`config.mk`:
```
export PLATFORM = sky130hd
export DESIGN_NAME = uart_wb_bridge_flat
export DESIGN_NICKNAME = d
export VERILOG_FILES = /design/src/rtl/uart_wb_bridge_if.sv /design/src/rtl/uart_wb_bridge.sv /design/src/flat_wrapper.sv
export SDC_FILE = /design/constraint.sdc
export NUM_CORES = 1
export LEC_CHECK = 0
export CELL_PAD_IN_SITES_DETAIL_PLACEMENT = 1
export CELL_PAD_IN_SITES_GLOBAL_PLACEMENT = 2
export CORE_MARGIN = 4
export CORE_UTILIZATION = 34
export DETAILED_ROUTE_END_ITERATION = 8
export GPL_TIMING_DRIVEN = 0
export PLACE_DENSITY_LB_ADDON = 0.1
export SKIP_CTS_REPAIR_TIMING = 1
export SYNTH_ARGS = -nofsm -noshare
export SYNTH_HDL_FRONTEND = slang
export SYNTH_SLANG_ARGS = --single-unit
```
`constraint.sdc`:
```
create_clock -name clk -period 2.4 [get_ports clk]
set_input_delay 0.48 -clock clk [delete_from_list [all_inputs] [get_ports clk]]
set_output_delay 0.48 -clock clk [all_outputs]
set_load 0.05 [all_outputs]
```
`src/rtl/uart_wb_bridge_if.sv`:
```
// uart_wb_bridge_if: byte-stream and Wishbone signals of the debug bridge
// master: bridge side (drives tx_* and wb_* requests); slave: UART/bus environment side.
interface uart_wb_bridge_if #(
  parameter int ADDR_WIDTH = 32
);
  logic [7:0] rx_data;
  logic rx_valid;
  logic [7:0] tx_data;
  logic tx_valid;
  logic tx_ready;
  logic [ADDR_WIDTH-1:0] wb_addr;
  logic [31:0] wb_dat_o;
  logic [31:0] wb_dat_i;
  logic wb_we;
  logic [3:0] wb_sel;
  logic wb_stb;
  logic wb_cyc;
  logic wb_ack;
  modport master (
    input  rx_data, rx_valid, tx_ready, wb_dat_i, wb_ack,
    output tx_data, tx_valid, wb_addr, wb_dat_o, wb_we, wb_sel, wb_stb, wb_cyc
  );
  modport slave (
    output rx_data, rx_valid, tx_ready, wb_dat_i, wb_ack,
    input  tx_data, tx_valid, wb_addr, wb_dat_o, wb_we, wb_sel, wb_stb, wb_cyc
  );
endinterface

```
`src/rtl/uart_wb_bridge.sv`:
```
// uart_wb_bridge: UART byte-stream debug bridge issuing one Wishbone classic transfer per frame
// Ports: clk; rst_n async active-low; bus.rx_* command bytes in; bus.tx_* status/data bytes out;
//        bus.wb_* Wishbone initiator; busy = not idle; overrun = sticky dropped-byte flag.
module uart_wb_bridge #(
  parameter int ADDR_WIDTH = 32,
  parameter int BUS_TIMEOUT = 1024,
  parameter int FRAME_TIMEOUT = 500000
) (
  input  logic clk,
  input  logic rst_n,
  uart_wb_bridge_if.master bus,
  output logic busy,
  output logic overrun
);
  localparam logic [7:0] CMD_W = 8'h57;
  localparam logic [7:0] CMD_R = 8'h52;
  localparam logic [7:0] ACK = 8'h06;
  localparam logic [7:0] NAK = 8'h15;
  localparam int FW = $clog2(FRAME_TIMEOUT + 1);
  localparam int BW = $clog2(BUS_TIMEOUT + 1);
  localparam logic [FW-1:0] FT_LAST = FW'(FRAME_TIMEOUT - 1);
  localparam logic [BW-1:0] BT_LAST = BW'(BUS_TIMEOUT - 1);
  typedef enum logic [2:0] {IDLE, GET_ADDR, GET_DATA, BUS, RESP_STATUS, RESP_DATA} state_t;
  state_t state, state_d;
  logic we, we_d;
  logic [1:0] cnt, cnt_d;
  logic [31:0] addr, addr_d, wdata, wdata_d, rdata, rdata_d;
  logic [7:0] status, status_d;
  logic [FW-1:0] ft, ft_d;
  logic [BW-1:0] bt, bt_d;
  logic rx_ok, ovr_d, stb;
  always_ff @(posedge clk or negedge rst_n)
    if (!rst_n) begin
      state <= IDLE;
      we <= 1'b0;
      cnt <= '0;
      addr <= '0;
      wdata <= '0;
      rdata <= '0;
      status <= '0;
      ft <= '0;
      bt <= '0;
      overrun <= 1'b0;
    end else begin
      state <= state_d;
      we <= we_d;
      cnt <= cnt_d;
      addr <= addr_d;
      wdata <= wdata_d;
      rdata <= rdata_d;
      status <= status_d;
      ft <= ft_d;
      bt <= bt_d;
      overrun <= ovr_d;
    end
  always_comb begin
    state_d = state;
    we_d = we;
    cnt_d = cnt;
    addr_d = addr;
    wdata_d = wdata;
    rdata_d = rdata;
    status_d = status;
    ft_d = ft;
    bt_d = bt;
    rx_ok = state == IDLE || state == GET_ADDR || state == GET_DATA;
    ovr_d = overrun | (bus.rx_valid & ~rx_ok);
    case (state)
      IDLE:
        if (bus.rx_valid) begin
          if (bus.rx_data == CMD_W || bus.rx_data == CMD_R) begin
            we_d = bus.rx_data == CMD_W;
            cnt_d = '0;
            ft_d = '0;
            state_d = GET_ADDR;
          end else begin
            status_d = NAK;
            state_d = RESP_STATUS;
          end
        end
      GET_ADDR, GET_DATA:
        if (bus.rx_valid) begin
          ft_d = '0;
          cnt_d = cnt + 2'd1;
          if (state == GET_ADDR) addr_d = {addr[23:0], bus.rx_data};
          else wdata_d = {wdata[23:0], bus.rx_data};
          if (cnt == 2'd3) begin
            bt_d = '0;
            state_d = state == GET_ADDR && we ? GET_DATA : BUS;
          end
        end else if (ft == FT_LAST) begin
          state_d = IDLE;
        end else begin
          ft_d = ft + FW'(1);
        end
      BUS:
        // ack is checked first so an ack in the expiry cycle still wins
        if (bus.wb_ack) begin
          if (!we) rdata_d = bus.wb_dat_i;
          status_d = ACK;
          state_d = RESP_STATUS;
        end else if (bt == BT_LAST) begin
          status_d = NAK;
          state_d = RESP_STATUS;
        end else begin
          bt_d = bt + BW'(1);
        end
      RESP_STATUS:
        if (bus.tx_ready) begin
          cnt_d = '0;
          state_d = status == ACK && !we ? RESP_DATA : IDLE;
        end
      RESP_DATA:
        // rdata shifts so the byte on the wire is always rdata[31:24]
        if (bus.tx_ready) begin
          rdata_d = rdata << 8;
          cnt_d = cnt + 2'd1;
          if (cnt == 2'd3) state_d = IDLE;
        end
      default: state_d = IDLE;
    endcase
  end
  assign stb = state == BUS;
  assign bus.wb_stb = stb;
  assign bus.wb_cyc = stb;
  assign bus.wb_sel = {4{stb}};
  assign bus.wb_we = stb & we;
  assign bus.wb_addr = addr[ADDR_WIDTH-1:0];
  assign bus.wb_dat_o = wdata;
  assign bus.tx_valid = state == RESP_STATUS || state == RESP_DATA;
  assign bus.tx_data = state == RESP_STATUS ? status : rdata[31:24];
  assign busy = state != IDLE;
endmodule

```
`src/flat_wrapper.sv`:
```
// flat-port wrapper written by rule: the top's interface ports become plain ports
module uart_wb_bridge_flat 
#(
  parameter int ADDR_WIDTH = 32,
  parameter int BUS_TIMEOUT = 1024,
  parameter int FRAME_TIMEOUT = 500000
)
  (clk, rst_n, busy, overrun, bus_rx_data, bus_rx_valid, bus_tx_ready, bus_wb_dat_i, bus_wb_ack, bus_tx_data, bus_tx_valid, bus_wb_addr, bus_wb_dat_o, bus_wb_we, bus_wb_sel, bus_wb_stb, bus_wb_cyc);
  uart_wb_bridge_if #(.ADDR_WIDTH(ADDR_WIDTH)) bus_i ();
  input  logic clk;
  input  logic rst_n;
  output logic busy;
  output logic overrun;
  input wire logic [$bits(bus_i.rx_data)-1:0] bus_rx_data;
  input wire logic [$bits(bus_i.rx_valid)-1:0] bus_rx_valid;
  input wire logic [$bits(bus_i.tx_ready)-1:0] bus_tx_ready;
  input wire logic [$bits(bus_i.wb_dat_i)-1:0] bus_wb_dat_i;
  input wire logic [$bits(bus_i.wb_ack)-1:0] bus_wb_ack;
  output wire logic [$bits(bus_i.tx_data)-1:0] bus_tx_data;
  output wire logic [$bits(bus_i.tx_valid)-1:0] bus_tx_valid;
  output wire logic [$bits(bus_i.wb_addr)-1:0] bus_wb_addr;
  output wire logic [$bits(bus_i.wb_dat_o)-1:0] bus_wb_dat_o;
  output wire logic [$bits(bus_i.wb_we)-1:0] bus_wb_we;
  output wire logic [$bits(bus_i.wb_sel)-1:0] bus_wb_sel;
  output wire logic [$bits(bus_i.wb_stb)-1:0] bus_wb_stb;
  output wire logic [$bits(bus_i.wb_cyc)-1:0] bus_wb_cyc;
  assign bus_i.rx_data = bus_rx_data;
  assign bus_i.rx_valid = bus_rx_valid;
  assign bus_i.tx_ready = bus_tx_ready;
  assign bus_i.wb_dat_i = bus_wb_dat_i;
  assign bus_i.wb_ack = bus_wb_ack;
  assign bus_tx_data = bus_i.tx_data;
  assign bus_tx_valid = bus_i.tx_valid;
  assign bus_wb_addr = bus_i.wb_addr;
  assign bus_wb_dat_o = bus_i.wb_dat_o;
  assign bus_wb_we = bus_i.wb_we;
  assign bus_wb_sel = bus_i.wb_sel;
  assign bus_wb_stb = bus_i.wb_stb;
  assign bus_wb_cyc = bus_i.wb_cyc;
  uart_wb_bridge #(.ADDR_WIDTH(ADDR_WIDTH), .BUS_TIMEOUT(BUS_TIMEOUT), .FRAME_TIMEOUT(FRAME_TIMEOUT)) u_core (.clk(clk), .rst_n(rst_n), .bus(bus_i), .busy(busy), .overrun(overrun));
endmodule
```
* Yosys cells after proc, flatten, opt, wreduce, memory -nomap -nowiden *
Cells that the tools add are included.

storage, ports and cells
  bits in registers = 141
  output and inout bits = 82

operators by class
  $add $sub $neg = 3
  muxes and demuxes = 39
  bitwise operators = 5
  equality and inequality tests = 27
  reduce and logical (&&, ||, !) cells = 24

operators by type and width
  operator               number
  $mux 32                3
  $mux 19                4
  $pmux 32 s2            1
  $mux 11                4
  $mux 8                 5
  $pmux 19 s2            1
  $mux 3                 11
  $pmux 11 s2            1
  $ne 2x2->1 const B     10
  $add 19x1->19 const B  1
  $eq 19x19->1 const B   1
  $eq 8x7->1 const B     2
  $pmux 8 s2             1
  $pmux 3 s5             1
  $reduce_and 4->1       3
  $add 11x1->11 const B  1
  $eq 11x10->1 const B   1
  $mux 2                 5
  $reduce_and 3->1       3
  $eq 8x3->1 const B     1
  $pmux 2 s4             1
  $reduce_bool 2->1      4
  $reduce_and 7->1       1
  $eq 3x2->1 const B     2
  20 further kinds       30

* Longest topological paths before layout *
  depth after elaboration = 6
  gate-level depth with buffers = 8
  gate-level depth less buffers = 6

* Worst setup path after synthesis *
OpenSTA, ideal clock, no wires.

  path kind = reg-to-output
  start = register u_core.state[2]
  end = output port bus_wb_we
  data required time = 1920 ps
  stages on the path, launching flop included = 5
  arrival time = 2180 ps
  path slack = -260 ps
  path through = dfrtp_1 > buf_6 > clkbuf_1 > nor2_1 > and2_1

on the way
  longest elaborated chain between the ends = 2

RTL lines
  what                    RTL line               source
  from (decl)             uart_wb_bridge.sv:24   state_t state, state_d;
  from (signal assigned)  uart_wb_bridge.sv:45   state <= state_d;
  $eq 3x2->1              uart_wb_bridge.sv:123  assign stb = state == BUS;
  net bus_wb_cyc          flat_wrapper.sv:26     output wire logic [$bits(bus_i.wb_cyc)-1:0] bus_wb_cyc;
  $and 1x1->1             uart_wb_bridge.sv:127  assign bus.wb_we = stb & we;
  to (decl)               flat_wrapper.sv:23     output wire logic [$bits(bus_i.wb_we)-1:0] bus_wb_we;

The timed path passes the listed nets, and every way through them passes these cells.

* Worst setup path after layout *
  start = register u_core.state[0]
  end = output port bus_wb_we

on the way
  longest elaborated chain between the ends = 2

RTL lines
  what         RTL line
  $eq 3x2->1   uart_wb_bridge.sv:123
  $and 1x1->1  uart_wb_bridge.sv:127

No other way between the ends.

==> impl_metrics.ini <==
[sta]
period_share = 0.969
max_freq_mhz = 430
report.final.slew_viol_count = 0
worst_pin_slew_ps = 560
rsz0062_at_grt = yes
finalSetupViolCount = 0
hold_violations = 0
slew_headroom = 0.626
finalCriticalPeriod_ps = 2330
layout_setup_ws_ps = 74.0
fin_worst_skew_ps = 6.79

[setup_path]
worstPathCellList = buf_4 -> nand2_2 -> nor2_4 -> and2_1 -> buf_2
critPathArrivalTime_ps = 1850
worstSetupPathType = flip-flop to primary output
start_kind = flip-flop
worstPathMaxFanout = 10
path_buf_inv = 2
slowest_delay_ps = 360
cp.required_ps = 1920
cp-end-kind = primary output
critPathSlowestCell = dfrtp_1
cp_top_family = simple AND/OR/NAND/NOR gates

[pwr]
power.density_mw_per_mm2 = 1060
p_leak_nw = 3.97
vdd_ir_drop_max_mv = 0.734

[detailed_routing]
ant_nets = 0
drtIter0Drc = 161
dr.pass1.iters = 4
post_drt_wl_per_cell_microns = 18.7
dr_total_vias = 4914
drc = 0
vias_per_cell = 5.21
wl_microns = 17700

[global_route]
grt.total_usage = 0.170
grt_max_degree = 84
first_global_vias = 5307
gr-total-overflow = 0
grt_pass1_wl_microns = 29200
antenna_found_initial = 0

[worst_hold_path]
holdCritPathClass = input pin to asynchronous set/reset pin

[clocking]
root_buffer = clkbuf_16
htree_num_levels = 4
cts_made_buffers = 17
clk_pin_slew_worst_paths_ps = 60
cts_buffer_depth = 2
cts_tree = built
clk_latency_ps = 420
cts_sinks = 136

[logic_synthesis]
synth_ff_type = dfrtp_1
synth-seq-cells = 136
synth_top_area_frac = 0.531
synth_edf_count = 0
ys_seq_area_frac = 0.531
synth_area_sq_mm = 0.00641
synth_area_per_cell_sq_um = 11.6
syn_inst = 552
synth_cell_types = 72
syn_nets = 600
synth_area_leaders = dfrtp_1 (53%), mux2_2 (12%), mux2i_1 (4.1%), nand2_1 (3.6%), o21ai_0 (3.1%)
synth_warnings = 0
synth.largest_area_cell = dfrtp_1
async_flop_share = 1.00

[place]
place_ws_ps = -398
port_buffers = 125
gp_congestion = 0.824
hpwlAfterDp_microns = 12700
dpl_cell_area_sq_mm = 0.00798
placedCellCount = 907

[floorplanning]
die_w_microns = 145
core_sq_mm = 0.0183
start_util = 0.351
ioPinCount = 127
die_h_microns = 145
rows = 49
die_area_sq_mm = 0.0211

[layout]
layout-drive-gt1-share = 0.241
antennaDiodeCount = 0
nets = 750
final_cells = 944
final_common_cell = dfrtp_1
fillers = 1938
area_growth_pct = 33.8
fin_area_sq_mm = 0.00858
layout_common_cells = dfrtp_1 (136), clkdlybuf4s50_1 (107), mux2_2 (67), nand2_1 (59), o21ai_0 (39)

[run_status]
status = finished clean

[job]
max-cap-violations = 0
[power breakdown]
part | switching (W) | total [W] | internal, W
Sequential | 0.000479 | 0.00335 | 0.00287
Combinational | 0.00201 | 0.00311 | 0.00110
Clock | 0.00114 | 0.00261 | 0.00147
Total | 0.00363 | 0.00906 | 0.00544
[final timing paths]
kind | start | end | slack [ps] | cells after the start
worst max-delay path | u_core.state[0] | bus_wb_we | 70 | 5
worst min-delay path | rst_n | u_core.bt[4] | 20 | 1
worst max register to register | u_core.state[2] | u_core.bus.wb_addr[26] | 280 | 6
worst min register to register | u_core.overrun | u_core.overrun | 460 | 1
max in group asynchronous | rst_n | u_core.bus.wb_addr[19] | 1540 | 2
min in group clk | bus_rx_valid | u_core.overrun | 330 | 2
[per-layer routing]
| layer | vias to the layer above | global-route usage | part of all wire |
|---|---|---|---|
| met3 | 18 | 0.0533 | 0.052 |
| met5 | - | 0 | 0 |
| met2 | 118 | 0.276 | 0.48 |
| met1 | 2459 | 0.218 | 0.45 |
| li1 | 2319 | - | - |
| met4 | 0 | 0.0513 | 0.013 |
[final cells by class]
class | instances | area, sq um | area share
timing repair buffer | 131 | 1260 | 0.147
clock inverter | 15 | 156 | 0.0182
clock buffer | 17 | 425 | 0.0496
inverter | 8 | 30.0 | 0.00350
tap | 229 | 287 | 0.0334
buffer | 30 | 190 | 0.0222
multi-input combinational | 378 | 2820 | 0.329
sequential | 136 | 3400 | 0.397
[synthesized netlist by cell type, types with 3 or more instances]
cell      number
ha_1           3
buf_4          6
and3_1         6
nand2_1       61
a41oi_1        4
and2_1         7
a31oi_1       17
nand2b_1       6
nor2_1        21
a21boi_0       5
a21oi_1       12
mux2_2        67
clkbuf_1       6
mux2i_1       26
buf_6          5
nand3_1       11
o21ai_0       40
buf_2         10
a22o_1        11
or3_1          5
nand4_1        6
nor3_1         6
dfrtp_1      136
inv_1          8
nor4b_1        3
[sequential cells by signal, indices dropped and copies added, names as in the netlist]
name                 flops
u_core.bt               11
u_core.bus.wb_addr      32
u_core.bus.wb_dat_o     32
u_core.cnt               2
u_core.ft               19
u_core.overrun           1
u_core.rdata            32
u_core.state             3
u_core.status            3
u_core.we                1
[stage by stage]
stage | hold slack (ps) | util | setup TNS (ps) | total power, W
after floorplan | 184 | - | 0 | 0.00534
after CTS | 36.6 | 0.468 | -11990 | 0.00921
after detailed placement | 452 | 0.437 | -13500 | 0.00656
after global routing | 56.4 | 0.469 | -119 | 0.00954
final | 20.2 | 0.469 | 0 | 0.00906
after global placement | 442 | 0.435 | -662850 | 0.00648
[cell families after synthesis]
group           Yosys count  synth area share
compound gates          116             0.124
flops                   136             0.531
fa+ha+maj                 3           0.00586
xor+xnor                  3           0.00410
buf+inv                  38            0.0338
simple gates            163             0.143
mux                      93             0.158
(Power assumes the default switching activity.)
